<file path="src/rtl/instruction_fetch_unit_if.sv">
// ---------------------------------------------------------------------------
// instruction_fetch_unit_if
//   Groups the fetch unit's instruction-memory read port, its redirect
//   input and its decode-side valid/ready channel.
//   master : the fetch unit (drives inst_address and the out_* signals)
//   slave  : the environment (memory, branch resolution and decode)
//
//   inst_address   [15:0]  address presented to instruction memory
//   read_data      [31:0]  combinational word returned for inst_address
//   fetch_en               allows new fetches to be captured
//   redirect_valid         one-cycle flush-and-jump pulse
//   redirect_pc    [15:0]  jump target, sampled with redirect_valid
//   out_valid              queue head holds a valid entry
//   out_ready              decode accepts the head this cycle
//   out_inst       [31:0]  instruction word at the queue head
//   out_pc         [15:0]  PC of out_inst
// ---------------------------------------------------------------------------
interface instruction_fetch_unit_if;
  logic [15:0] inst_address;
  logic [31:0] read_data;
  logic        fetch_en;
  logic        redirect_valid;
  logic [15:0] redirect_pc;
  logic        out_valid;
  logic        out_ready;
  logic [31:0] out_inst;
  logic [15:0] out_pc;

  modport master (
    output inst_address, out_valid, out_inst, out_pc,
    input  read_data, fetch_en, redirect_valid, redirect_pc, out_ready
  );

  modport slave (
    input  inst_address, out_valid, out_inst, out_pc,
    output read_data, fetch_en, redirect_valid, redirect_pc, out_ready
  );
endinterface

</file>
<file path="src/rtl/instruction_fetch_unit.sv">
// ---------------------------------------------------------------------------
// instruction_fetch_unit
//   Read-side master of the instruction memory. Owns the PC, captures the
//   combinational read_data for the current PC and buffers {pc, inst} pairs
//   in a 2-entry queue that decode drains through a valid/ready handshake.
//   A redirect flushes the queue and reloads the PC.
//
//   Parameters
//     RESET_PC  PC loaded by reset
//     PC_STEP   PC increment per captured fetch (word-indexed memory)
//
//   Ports
//     clk       rising-edge clock
//     reset_n   synchronous active-low reset
//     bus       instruction_fetch_unit_if.master (memory, redirect, decode)
// ---------------------------------------------------------------------------
module instruction_fetch_unit #(
  parameter logic [15:0] RESET_PC = 16'h0000,
  parameter logic [15:0] PC_STEP  = 16'd1
) (
  input  logic                            clk,
  input  logic                            reset_n,
  instruction_fetch_unit_if.master        bus
);

  localparam int DEPTH = 2;

  typedef struct packed {
    logic [15:0] pc;
    logic [31:0] inst;
  } fetch_entry_t;

  fetch_entry_t [DEPTH-1:0] r_fifo;
  logic [15:0]              r_pc;
  logic                     r_head;
  logic                     r_tail;
  logic [1:0]               r_count;

  logic                     w_full;
  logic                     w_pop;
  logic                     w_push;
  fetch_entry_t             w_head_entry;
  fetch_entry_t             w_new_entry;

  assign w_full        = (r_count == 2'd2);
  assign bus.out_valid = (r_count != 2'd0);
  assign w_pop         = bus.out_valid & bus.out_ready;
  // A pop frees a slot in the same cycle, so a full queue can still accept
  // the next fetch and a 1-per-cycle stream never stalls.
  assign w_push        = bus.fetch_en & ~bus.redirect_valid & (~w_full | w_pop);

  assign bus.inst_address = r_pc;

  // Head contents are shown even when empty; they simply go stale.
  assign w_head_entry  = r_fifo[r_head];
  assign bus.out_pc    = w_head_entry.pc;
  assign bus.out_inst  = w_head_entry.inst;

  assign w_new_entry   = '{pc: r_pc, inst: bus.read_data};

  // Entry storage: only the slot under the tail pointer is written.
  // w_push already excludes redirect cycles, so a flush never captures.
  always_ff @(posedge clk) begin
    if (!reset_n) begin
      r_fifo <= '0;
    end else begin
      for (int i = 0; i < DEPTH; i++) begin
        if (w_push && (r_tail == i[0])) r_fifo[i] <= w_new_entry;
      end
    end
  end

  // PC, pointers and occupancy. Redirect outranks push and pop: the head
  // offered in that cycle is dropped even if decode raised out_ready.
  always_ff @(posedge clk) begin
    if (!reset_n) begin
      r_pc    <= RESET_PC;
      r_head  <= 1'b0;
      r_tail  <= 1'b0;
      r_count <= 2'd0;
    end else if (bus.redirect_valid) begin
      r_pc    <= bus.redirect_pc;
      r_head  <= 1'b0;
      r_tail  <= 1'b0;
      r_count <= 2'd0;
    end else begin
      if (w_push) begin
        r_pc   <= r_pc + PC_STEP;
        r_tail <= ~r_tail;
      end
      if (w_pop) r_head <= ~r_head;
      case ({w_push, w_pop})
        2'b10:   r_count <= r_count + 2'd1;
        2'b01:   r_count <= r_count - 2'd1;
        default: r_count <= r_count;
      endcase
    end
  end

endmodule

</file>
<file path="src/flat_wrapper.sv">
// flat-port wrapper written by rule: the top's interface ports become plain ports
module instruction_fetch_unit_flat 
#(
  parameter logic [15:0] RESET_PC = 16'h0000,
  parameter logic [15:0] PC_STEP  = 16'd1
)
  (clk, reset_n, bus_inst_address, bus_out_valid, bus_out_inst, bus_out_pc, bus_read_data, bus_fetch_en, bus_redirect_valid, bus_redirect_pc, bus_out_ready);
  instruction_fetch_unit_if bus_i ();
  input  logic clk;
  input  logic reset_n;
  output wire logic [$bits(bus_i.inst_address)-1:0] bus_inst_address;
  output wire logic [$bits(bus_i.out_valid)-1:0] bus_out_valid;
  output wire logic [$bits(bus_i.out_inst)-1:0] bus_out_inst;
  output wire logic [$bits(bus_i.out_pc)-1:0] bus_out_pc;
  input wire logic [$bits(bus_i.read_data)-1:0] bus_read_data;
  input wire logic [$bits(bus_i.fetch_en)-1:0] bus_fetch_en;
  input wire logic [$bits(bus_i.redirect_valid)-1:0] bus_redirect_valid;
  input wire logic [$bits(bus_i.redirect_pc)-1:0] bus_redirect_pc;
  input wire logic [$bits(bus_i.out_ready)-1:0] bus_out_ready;
  assign bus_inst_address = bus_i.inst_address;
  assign bus_out_valid = bus_i.out_valid;
  assign bus_out_inst = bus_i.out_inst;
  assign bus_out_pc = bus_i.out_pc;
  assign bus_i.read_data = bus_read_data;
  assign bus_i.fetch_en = bus_fetch_en;
  assign bus_i.redirect_valid = bus_redirect_valid;
  assign bus_i.redirect_pc = bus_redirect_pc;
  assign bus_i.out_ready = bus_out_ready;
  instruction_fetch_unit #(.RESET_PC(RESET_PC), .PC_STEP(PC_STEP)) u_core (.clk(clk), .reset_n(reset_n), .bus(bus_i));
endmodule
</file>
<file path="config.mk">
export PLATFORM = sky130hd
export DESIGN_NAME = instruction_fetch_unit_flat
export DESIGN_NICKNAME = d
export VERILOG_FILES = /design/src/rtl/instruction_fetch_unit_if.sv /design/src/rtl/instruction_fetch_unit.sv /design/src/flat_wrapper.sv
export SDC_FILE = /design/constraint.sdc
export NUM_CORES = 1
export LEC_CHECK = 0
export BUFFER_PORTS_ARGS = -buffer_cell sky130_fd_sc_hd__buf_2
export CORE_MARGIN = 1.5
export CORE_UTILIZATION = 32
export DETAILED_ROUTE_END_ITERATION = 6
export RECOVER_POWER = 100
export SLEW_MARGIN = 10
export SYNTH_ARGS = -nofsm -noshare
export SYNTH_HDL_FRONTEND = slang
export SYNTH_SLANG_ARGS = --single-unit
export TNS_END_PERCENT = 20
</file>
<file path="constraint.sdc">
create_clock -name clk -period 2.8 [get_ports clk]
set_clock_uncertainty 0.2 [all_clocks]
set_input_delay 0.14 -clock clk [delete_from_list [all_inputs] [get_ports clk]]
set_output_delay 0.14 -clock clk [all_outputs]
set_load 0.02 [all_outputs]
</file>
Word level (Yosys, flattened, before mapping) --
Index checks and enable logic that the tools add are counted. Widths: inputs -> output; s select.
Storage, ports and cells: bits in registers 116, input bits 53, word-level logic and storage cells 35, output and inout bits 65
Operators by class: bitwise logic cells 9, reduce and logical (&&, ||, !) cells 6, $lt $le $gt $ge 1, equal/unequal tests 3, add/sub/neg operators 3, mux-type cells 5
Operators with widths (count):
- $mux 48 | 2
- $mux 16 | 2
- $add 16x1->16 const B | 1
- $reduce_bool 2->1 | 3
- $not 1->1 | 5
- $eq 2x2->1 const B | 2
- $pmux 2 s2 | 1
- $and 1x1->1 | 3
- $add 2x1->2 const B | 1
- $eq 2x1->1 const B | 1
- $logic_and 1x1->1 | 2
- $lt 1x2->1 const B | 1
- $reduce_or 2->1 | 1
- $sub 2x1->2 const B | 1
- $or 1x1->1 | 1

Logic depth before layout (Yosys ltp) --
Gate-level depths: netlist of run 1.
depth in word-level cells 6, mapped depth 8, mapped depth without buffers 6

Least setup slack after synthesis of run 1 --
Ideal clock, no wire load.
kind register to register, from register u_core.r_pc[9], in the netlist u_core.bus.inst_address[9], to register u_core.r_pc[15], in the netlist u_core.bus.inst_address[15], path buffers 0, path slack 0.680 ns, setup time 0.074 ns, clock period less this slack 2.120 ns, arrival 1.846 ns, stages on the path, launching flop included 5, data required time 2.526 ns, path through dfxtp_1 > nand4_1 > or4b_4 > or4_1 > a31oi_1
On the way: word-level cells in the longest chain between the ends 3
RTL lines:
- from (decl) | line instruction_fetch_unit.sv:34 | logic [15:0] r_pc;
- from (signal assigned) | line instruction_fetch_unit.sv:82 | r_pc <= bus.redirect_pc;
- from (signal assigned) | line instruction_fetch_unit.sv:88 | r_pc <= r_pc + PC_STEP;
- $add 16x1->16 | line instruction_fetch_unit.sv:88
- $mux 16 | line instruction_fetch_unit.sv:87 | if (w_push) begin
- $mux 16 | line instruction_fetch_unit.sv:81 | end else if (bus.redirect_valid) begin
Every way passes these cells. The select of a mux whose other input is x is not followed. A chain may end at the register's enable or synchronous reset.

Worst setup path in the final report of run 1 --
from register u_core.r_head, to output port bus_out_inst[17]
On the way: word-level cells in the longest chain between the ends 2
RTL lines:
- from (decl) | line instruction_fetch_unit.sv:35 | logic r_head;
- from (signal assigned) | line instruction_fetch_unit.sv:91 | if (w_pop) r_head <= ~r_head;
- $mux 48 (implied by the code) (2 in series) | line instruction_fetch_unit.sv:55 | assign w_head_entry = r_fifo[r_head];
- to (decl) | line flat_wrapper.sv:13 | output wire logic [$bits(bus_i.out_inst)-1:0] bus_out_inst;
Every way passes these cells. The select of a mux whose other input is x is not followed.

==> impl_metrics.env, run 1 <==
export IMPL_grt_pass1_wl_um=20510
export IMPL_final_util_pct=43.32
export IMPL_r2r_setup_slack_ps=340
export IMPL_place_gp_congestion=0.7275
export IMPL_num_nets_final=812
export IMPL_ys_seq_area_share_pct=45.32
export IMPL_busiest_layer="met2"
export IMPL_rows=46
export IMPL_wl_per_cell_um=12.98
export IMPL_ys_flop_type="dfxtp_1"
export IMPL_met1_usage_pct=19.21
export IMPL_postRouteAntennaNets=0
export IMPL_critPathBufInv=2
export IMPL_grt_max_degree=117
export IMPL_start_util_pct=32.49
export IMPL_fmax_mhz=399.1
export IMPL_syn_instance_count=619
export IMPL_grt_use_met2_pct=25.84
export IMPL_syn_nets=674
export IMPL_vias=4668
export IMPL_combPwrFrac_pct=9.7
export IMPL_n_antenna_cell=0
export IMPL_finalSetupTns_ps=0
export IMPL_grt_util_all_layers_pct=15.65
export IMPL_fin_cells=984
export IMPL_outcome="completed"
export IMPL_core_um2=15770
export IMPL_cap_violations=0
export IMPL_dp_cells=901
export IMPL_synth_cell_types=40
export IMPL_synth_edff_count=0
export IMPL_clock_root_buffer="clkbuf_16"
export IMPL_fin_crit_sh_pct=89.49
export IMPL_antenna_found_initial=0
export IMPL_dieArea_um2=16780
export IMPL_power_internal_mw=3.230
export IMPL_final_common_cell="dfxtp_1"
export IMPL_path_max_fanout=15
export IMPL_grtUsageMet3_pct=4.913
export IMPL_syn_avg_cell_area_um2=8.277
export IMPL_switching_share_pct=23.86
export IMPL_power_per_cell_area_nw_per_um2=621.0
export IMPL_cts_inserted_buffers=17
export IMPL_leakagePower_nw=2.546
export IMPL_hold_viol_final=0
export IMPL_synth_seq_cells=116
export IMPL_drc=0
export IMPL_grt_pass1_vias=4316
export IMPL_worst_pin_slew_ps=935.4
export IMPL_clk_latency_ps=420
export IMPL_drt_first_pass_iters=4
export IMPL_cts_tree="built"
export IMPL_crit_chain="clkbuf_2, mux2_2, clkbuf_1"
export IMPL_crit_slowest_cell="dfxtp_1"
export IMPL_fp_dieH_um=129.5
export IMPL_viasPerCell=4.744
export IMPL_worst_setup_path_type="register to output port"
export IMPL_period_minus_slack_ps=2506
export IMPL_ioPinCount=118
export IMPL_grt_setup_unrepaired="false"
export IMPL_seqPwrFrac_pct=41.8
export IMPL_clockPowerShare_pct=48.5
export IMPL_max_vdd_ir_drop_v=0.0004267
export IMPL_drive_above_1_share_pct=18.36
export IMPL_fin_ws_ps=294.3
export IMPL_clk_pin_slew_ps=50
export IMPL_critPathLaunchType="register"
export IMPL_dp_hpwl_um=7785
export IMPL_finalWirelength_um=12770
export IMPL_areaGrowthSynthToFinish_pct=33.33
export IMPL_htreeDepth=4
export IMPL_endpoint_kind="output port"
export IMPL_netlist_area_um2=5124
export IMPL_clkSinkCount=116
export IMPL_crit_arrival_ps=2170
export IMPL_grt_overflow_total=0
export IMPL_cpPeakStageDelay_ps=840
export IMPL_clockBufferDepth=2
export IMPL_final_cell_mix="dfxtp_1 (116), o21ai_0 (115), nand2_1 (105)"
export IMPL_finalPower_mw=4.243
export IMPL_hp_class="primary input to register"
export IMPL_crit_required_ps=2460
export IMPL_first_iter_violations=255
export IMPL_setup_viol=0
export IMPL_die_x_um=129.5
export IMPL_slew_violations=0
export IMPL_place_ws_ps=577.5
export IMPL_crit_family="flip-flops"
export IMPL_ys_warn_count=0
export IMPL_nFillCells=1632
export IMPL_postSynth_asyncResetShare_pct=0
export IMPL_maxSlewHeadroom_pct=37.51
export IMPL_p_switching_mw=1.012
export IMPL_port_buffers=117
export IMPL_cts_resized=0
==> routing by layer <==
metal	wire, um	share of wire (%)	up-vias
met1	6173	48	2103
li1	-	-	2451
met5	0	0	-
met4	123	0.96	0
met3	510	4.0	14
met2	5967	47	100
==> flip-flops by register name, summed over array words and instances, names as in the netlist <==
signal	flops
u_core.bus.inst_address	16
u_core.r_tail	1
u_core.r_count	2
u_core.r_fifo	96
u_core.r_head	1
==> what timing repair did <==
item,CTS,global route
hold buffers,53,0
hold endpoints to repair,81,0
setup buffers,0,0
==> synthesized netlist by cell type (3+ instances only) <==
library cell	n	area, um2
clkbuf_1	29	108.9
nand3_1	104	520.5
nor4_1	3	18.77
o21ai_0	102	510.5
dfxtp_1	116	2322
mux2_2	48	540.5
o21ai_1	13	65.06
a31oi_1	5	31.28
buf_2	12	60.06
buf_1	13	48.80
nor3_1	3	15.01
nor2_1	5	18.77
xor2_1	5	43.79
nand4_1	6	37.54
xnor2_1	6	52.55
nand2_1	105	394.1
or3_1	5	31.28
a21oi_1	9	45.04
==> power by group through the flow <==
stage,combinational (mW),sequential (mW),clock [mW]
floorplan,0.237,1.80,0
global placement,0.369,1.80,0
detailed placement,0.370,1.81,0
CTS,0.428,1.77,2.11
global route,0.458,1.78,2.19
finish,0.411,1.77,2.06
==> area by class of cell <==
class,instances,area (um2),share of cell area (%)
clock buffers,26,519.2,7.601
well taps,216,270.3,3.956
clock inverters,4,45.04,0.6593
flip-flops and latches,116,2322,33.99
repair buffers,176,1119,16.37
multi-input cells,445,2552,37.36
inverters,1,3.754,0.05495
==> stage by stage <==
| step | hold slack, ps | instance area [um2] |
|---|---|---|
| 2_1_floorplan | 70.38 | 5124 |
| 3_3_place_gp | 171.2 | 5828 |
| 3_5_place_dp | 176.7 | 5828 |
| 4_1_cts | 25.38 | 6923 |
| 5_1_grt | 67.50 | 6832 |
| 6_report | 34.07 | 6832 |
==> worst register-to-register path, delay by kind of cell (launching register included) <==
kind                   cells  cell delay (ps)
AOI/OAI and AO/OA          1               60
and+or+nand+nor            3             1140
DFF                        1              370
buffers and inverters      1              570
==> path summary, 6_finish.rpt <==
path                           from                           to  cells past startpoint
hold / removal              reset_n   u_core.bus.inst_address[0]                      3
hold reg to reg   u_core.r_fifo[59]            u_core.r_fifo[59]                      2
setup reg to reg  u_core.r_count[1]  u_core.bus.inst_address[10]                      5
setup / recovery      u_core.r_head             bus_out_inst[17]                      3
==> cells by family (layout without fill, tap and decap cells) <==
| kind of cell | count (synthesis) | after routing | share of synthesized area, % |
|---|---|---|---|
| AOI/OAI and AO/OA | 134 | 134 | 13.53 |
| and+or+nand+nor | 248 | 248 | 23.00 |
| buffers and inverters | 58 | 207 | 4.835 |
| DFF | 116 | 116 | 45.32 |
| xor gates and xnor gates | 11 | 11 | 1.880 |
| adders and majority gates | 2 | 2 | 0.4883 |
| muxes | 50 | 50 | 10.94 |
No activity file was read; power rests on OpenSTA's default activity.
==> run 2: changes to the inputs <==
--- a/config.mk
+++ b/config.mk
@@ -7,8 +7,9 @@
 export LEC_CHECK = 0
 export BUFFER_PORTS_ARGS = -buffer_cell sky130_fd_sc_hd__buf_2
 export CORE_MARGIN = 1.5
-export CORE_UTILIZATION = 32
+export CORE_UTILIZATION = 54
 export DETAILED_ROUTE_END_ITERATION = 6
+export PLACE_DENSITY = 0.8
 export RECOVER_POWER = 100
 export SLEW_MARGIN = 10
 export SYNTH_ARGS = -nofsm -noshare
==> constraint.sdc (replaced) <==
create_clock -name clk -period 2.7 [get_ports clk]
set_clock_uncertainty 0.2 [all_clocks]
set_input_delay 0.135 -clock clk [delete_from_list [all_inputs] [get_ports clk]]
set_output_delay 0.135 -clock clk [all_outputs]
set_load 0.02 [all_outputs]
==> run 2 against run 1 <==
  * Core utilization increased by 31 points
  * First-iteration DRC count up 11%
  * Power is 5.0% higher
  * Flip-flop and latch count unchanged
  * Global-route usage grew 11 points
  * Routed wire length increased by 4.0%
  * Via count is 7.0% higher
  * Critical path depth rose by 3
  * Design area grew 0.75%
  * Final cell count is 7.1% lower
  * Largest cell class unchanged
==> impl_metrics.env, run 2 (synthesis results as in run 1) <==
export IMPL_areaGrowthSynthToFinish_pct=34.33
export IMPL_grt_setup_unrepaired="false"
export IMPL_critPathBufInv=1
export IMPL_wl_per_cell_um=14.53
export IMPL_path_max_fanout=8
export IMPL_worst_pin_slew_ps=815.1
export IMPL_fp_dieH_um=100.4
export IMPL_dp_cells=818
export IMPL_first_iter_violations=284
export IMPL_grt_max_degree=140
export IMPL_crit_family="buffers and inverters"
export IMPL_fin_cells=914
export IMPL_clk_latency_ps=510
export IMPL_cpPeakStageDelay_ps=550
export IMPL_dieArea_um2=10080
export IMPL_final_common_cell="dfxtp_1"
export IMPL_clk_pin_slew_ps=60
export IMPL_fin_crit_sh_pct=96.45
export IMPL_maxSlewHeadroom_pct=45.66
export IMPL_clockBufferDepth=2
export IMPL_cap_violations=0
export IMPL_ioPinCount=118
export IMPL_outcome="completed"
export IMPL_htreeDepth=4
export IMPL_viasPerCell=5.466
export IMPL_clock_root_buffer="clkbuf_8"
export IMPL_critPathLaunchType="register"
export IMPL_leakagePower_nw=2.636
export IMPL_cts_tree="built"
export IMPL_crit_slowest_cell="dlygate4sd3_1"
export IMPL_crit_arrival_ps=2800
export IMPL_slew_violations=0
export IMPL_crit_chain="ha_1, nand2_1, nor4_1, mux2i_1, o2bb2ai_1, dlygate4sd3_1"
export IMPL_final_cell_mix="dfxtp_1 (115), o21ai_0 (113), nand2_1 (105)"
export IMPL_grt_pass1_wl_um=21530
export IMPL_max_vdd_ir_drop_v=0.0003892
export IMPL_hold_viol_final=0
export IMPL_hold_slack_ps=190.2
export IMPL_cts_inserted_buffers=17
export IMPL_core_um2=9240
export IMPL_finalWirelength_um=13280
export IMPL_grt_overflow_total=0
export IMPL_start_util_pct=55.45
export IMPL_drive_above_1_share_pct=20.25
export IMPL_largest_register_ffs=96
export IMPL_finalPower_mw=4.453
export IMPL_regMostFlops="u_core.r_fifo"
export IMPL_clkSinkCount=116
export IMPL_drc=0
export IMPL_nFillCells=687
export IMPL_antenna_found_initial=0
export IMPL_final_util_pct=74.49
export IMPL_rows=35
export IMPL_grt_util_all_layers_pct=26.68
export IMPL_grt_pass1_vias=4692
export IMPL_place_gp_congestion=0.8563
export IMPL_crit_required_ps=2900
export IMPL_dp_hpwl_um=7588
export IMPL_port_buffers=117
export IMPL_drt_first_pass_iters=5
export IMPL_n_antenna_cell=0
export IMPL_setup_viol=0
export IMPL_postRouteAntennaNets=0
export IMPL_vias=4996
export IMPL_power_per_cell_area_nw_per_um2=647.0
export IMPL_period_minus_slack_ps=2604
export IMPL_worst_setup_path_type="register to register"
export IMPL_endpoint_kind="register"
export IMPL_num_nets_final=828
export IMPL_fmax_mhz=384.0
export IMPL_hp_class="primary input to register"
export IMPL_finalSetupTns_ps=0
export IMPL_die_x_um=100.4
run 2: changes by cell type in the layout (fill, tap and decap cells not counted), sizes merged:
| cell | delta |
|---|---|
| clkinv | +3 |
| buf | -1 |
| dlygate4sd3 | +12 |
| clkinvlp | +2 |
| bufinv | +2 |
| clkbuf | -1 |
run 2: timing repair:
item	in CTS	in global routing
hold endpoints to repair	94	0
setup buffers	0	0
endpoints found under the setup margin	0	6
hold buffers	65	0
resized for setup	0	1
run 2: per-layer routing:
metal  wire length, um  part of all wire, %  vias to the layer above  GRT usage, %
li1                  -                    -                     2482             -
met1              5715                   43                     2331         31.53
met2              6672                   50                      170         46.78
met3               752                  5.7                       13         7.312
met4               139                  1.0                        0         8.776
met5                 0                    0                        -             0
run 2: through the flow:
stage / setup slack, ps / cell area (um2)
floorplan: 579.8 / 5124
global placement: 647.0 / 5748
detailed placement: 589.9 / 5748
CTS: 89.73 / 6969
global route: 23.01 / 6883
finish: 95.72 / 6883
run 2: where the power goes:
group	switching [mW]	leakage (nW)	internal (mW)
sequential	0.0625	0.945	1.77
combinational	0.256	1.41	0.189
clock	0.759	0.280	1.41
total	1.08	2.64	3.37
run 2: final cells by class:
cell class / count / area, um2 / area share [%]
clock buffer: 20 / 435.4 / 6.326
clock inverter: 11 / 135.1 / 1.963
inverter: 1 / 3.754 / 0.05454
multi-input combinational: 445 / 2552 / 37.08
sequential: 116 / 2323 / 33.76
tap: 129 / 161.4 / 2.345
timing repair buffer: 192 / 1271 / 18.47
run 2: path summary, 6_finish.rpt:
path / cells after the start / startpoint / to / slack, ps
hold reg to reg: 2 / u_core.r_fifo[86] / u_core.r_fifo[86] / 250
setup / recovery: 6 / u_core.bus.inst_address[0] / u_core.bus.inst_address[12] / 100
setup reg to reg: 6 / u_core.bus.inst_address[0] / u_core.bus.inst_address[12] / 100
hold / removal: 4 / bus_read_data[7] / u_core.r_fifo[55] / 190
run 2: worst reg2reg max path: stages, from the launching register on:
cell and delay [ps]:
dfxtp_1 530, ha_1 350, nand2_1 110, nor4_1 370, mux2i_1 290, o2bb2ai_1 100, dlygate4sd3_1 550
==> run 3: changes to the inputs <==
==> constraint.sdc (replaced) <==
create_clock -name clk -period 2.7 [get_ports clk]
set_clock_uncertainty 0.2 [all_clocks]
set_input_delay 0.405 -clock clk [delete_from_list [all_inputs] [get_ports clk]]
set_output_delay 0.405 -clock clk [all_outputs]
set_load 0.02 [all_outputs]
==> run 3 against run 2 <==
  * Global-route usage fell by 0.74 points
  * Clock power rose by 6%
  * Combinational power fell by 3%
  * First-iteration DRC count rose by 6.3%
  * Routed wire length fell by 3.1%
  * Sequential power barely moved
  * Core utilization fell by 1.7 points
  * Clock-buffer cell count did not move
==> impl_metrics.env, run 3 (synthesis results as in run 1) <==
export IMPL_critPathLaunchType="register"
export IMPL_dieArea_um2=10080
export IMPL_fin_crit_sh_pct=88.90
export IMPL_viasPerCell=5.452
export IMPL_switching_share_pct=24.08
export IMPL_dp_hpwl_um=7835
export IMPL_nFillCells=715
export IMPL_combPwrFrac_pct=9.5
export IMPL_final_cell_mix="dfxtp_1 (115), o21ai_0 (114), nand2_1 (105)"
export IMPL_hold_path_depth=3
export IMPL_fin_ws_ps=299.7
export IMPL_seqPwrFrac_pct=40.1
export IMPL_n_antenna_cell=0
export IMPL_reg2regPathDepth=4
export IMPL_worst_pin_slew_ps=760.2
export IMPL_final_util_pct=72.74
export IMPL_place_ws_ps=497.0
export IMPL_power_internal_mw=3.474
export IMPL_clkSinkCount=116
export IMPL_period_minus_slack_ps=2400
export IMPL_power_per_cell_area_nw_per_um2=680.7
export IMPL_p_switching_mw=1.102
export IMPL_outcome="completed"
export IMPL_r2r_setup_slack_ps=500
export IMPL_largest_register_ffs=96
export IMPL_maxSlewHeadroom_pct=49.21
export IMPL_fp_dieH_um=100.4
export IMPL_path_max_fanout=12
export IMPL_crit_arrival_ps=1800
export IMPL_rows=35
export IMPL_hp_class="primary input to register"
export IMPL_crit_slowest_cell="dfxtp_2"
export IMPL_clockPowerShare_pct=50.5
export IMPL_slew_violations=0
export IMPL_place_gp_congestion=0.9524
export IMPL_leakagePower_nw=2.532
export IMPL_grt_pass1_wl_um=21010
export IMPL_drc=0
export IMPL_fmax_mhz=416.6
export IMPL_finalPower_mw=4.575
export IMPL_worst_setup_path_type="register to output port"
export IMPL_regMostFlops="u_core.r_fifo"
export IMPL_cts_resized=0
export IMPL_port_buffers=117
export IMPL_start_util_pct=55.45
export IMPL_ioPinCount=118
export IMPL_grt_pass1_vias=4499
export IMPL_max_vdd_ir_drop_v=0.0003743
export IMPL_finalWirelength_um=12870
export IMPL_htreeDepth=4
export IMPL_grt_setup_unrepaired="false"
export IMPL_hold_viol_final=0
export IMPL_endpoint_kind="output port"
export IMPL_core_um2=9240
export IMPL_cts_tree="built"
export IMPL_clock_root_buffer="clkbuf_8"
export IMPL_vias=4858
export IMPL_cpPeakStageDelay_ps=480
export IMPL_clk_latency_ps=500
export IMPL_grt_max_degree=149
export IMPL_cts_inserted_buffers=17
export IMPL_crit_required_ps=2100
export IMPL_final_common_cell="dfxtp_1"
export IMPL_drive_above_1_share_pct=19.55
export IMPL_crit_chain="buf_4, mux2_2, clkbuf_1"
export IMPL_grt_util_all_layers_pct=25.93
export IMPL_wl_per_cell_um=14.45
export IMPL_postRouteAntennaNets=0
export IMPL_die_x_um=100.4
export IMPL_clk_pin_slew_ps=60
export IMPL_finalSetupTns_ps=0
export IMPL_antenna_found_initial=0
export IMPL_areaGrowthSynthToFinish_pct=31.18
export IMPL_drt_first_pass_iters=5
export IMPL_grt_overflow_total=0
export IMPL_clockBufferDepth=2
export IMPL_setup_viol=0
export IMPL_cap_violations=0
export IMPL_num_nets_final=804
export IMPL_first_iter_violations=302
-- run 3: cell types whose count changed in the layout (fill, tap and decap cells not counted), moves of 3 or more --
cell           previous run  this run
buf_4                     2         5
clkbuf_1                 49        61
buf_12                    2         5
clkinv_4                  0         4
dlygate4sd3_1            65        41
clkinv_2                  6         2
clkbuf_2                 16         0
-- run 3: critical path, delay by kind of cell, from the launching register on --
kind                   cells  cell delay [ps]
DFF                        1              480
buffers and inverters      2              440
muxes                      1              370
-- run 3: timing repair --
item                                   CTS  global route
hold buffers                            41             0
setup buffers                            0             0
endpoints found under the hold margin   70             0
-- run 3: power by group through the flow --
stage | clock network, mW | logic (mW) | registers [mW]
final | 2.31 | 0.433 | 1.83
after detailed placement | 0 | 0.394 | 1.87
after floorplan | 0 | 0.245 | 1.87
after global routing | 2.42 | 0.475 | 1.84
after global placement | 0 | 0.382 | 1.86
after CTS | 2.33 | 0.443 | 1.83
-- run 3: final timing paths --
path | from | to
setup reg to reg | u_core.bus.inst_address[9] | u_core.bus.inst_address[15]
hold / removal | bus_redirect_pc[1] | u_core.bus.inst_address[1]
hold reg to reg | u_core.r_fifo[90] | u_core.r_fifo[90]
setup / recovery | u_core.r_head | bus_out_inst[1]
-- run 3: cell type report --
type	instances	area, um2	area share, %
multi-input cells	445	2551	37.96
flip-flops and latches	116	2323	34.57
repair buffers	168	1066	15.86
clock buffers	20	435.4	6.478
clock inverters	12	180.2	2.681
well taps	129	161.4	2.401
inverters	1	3.754	0.05585
-- run 3: layer usage --
metal	vias to the layer above	global-route usage (%)	share of wire [%]
met2	145	43.96	49
li1	2436	-	-
met3	16	7.173	5.2
met5	-	0	0
met1	2261	32.27	45
met4	0	7.584	1.3
-- run 3: metrics by stage --
stage          hold WS (ps)  std cells  instance area, um2
3_3_place_gp          232.2        818                5773
4_1_cts               4.702        891                6799
3_5_place_dp          235.8        818                5773
2_1_floorplan         224.9        619                5124
6_report              11.94        891                6721
5_1_grt               27.43        891                6721
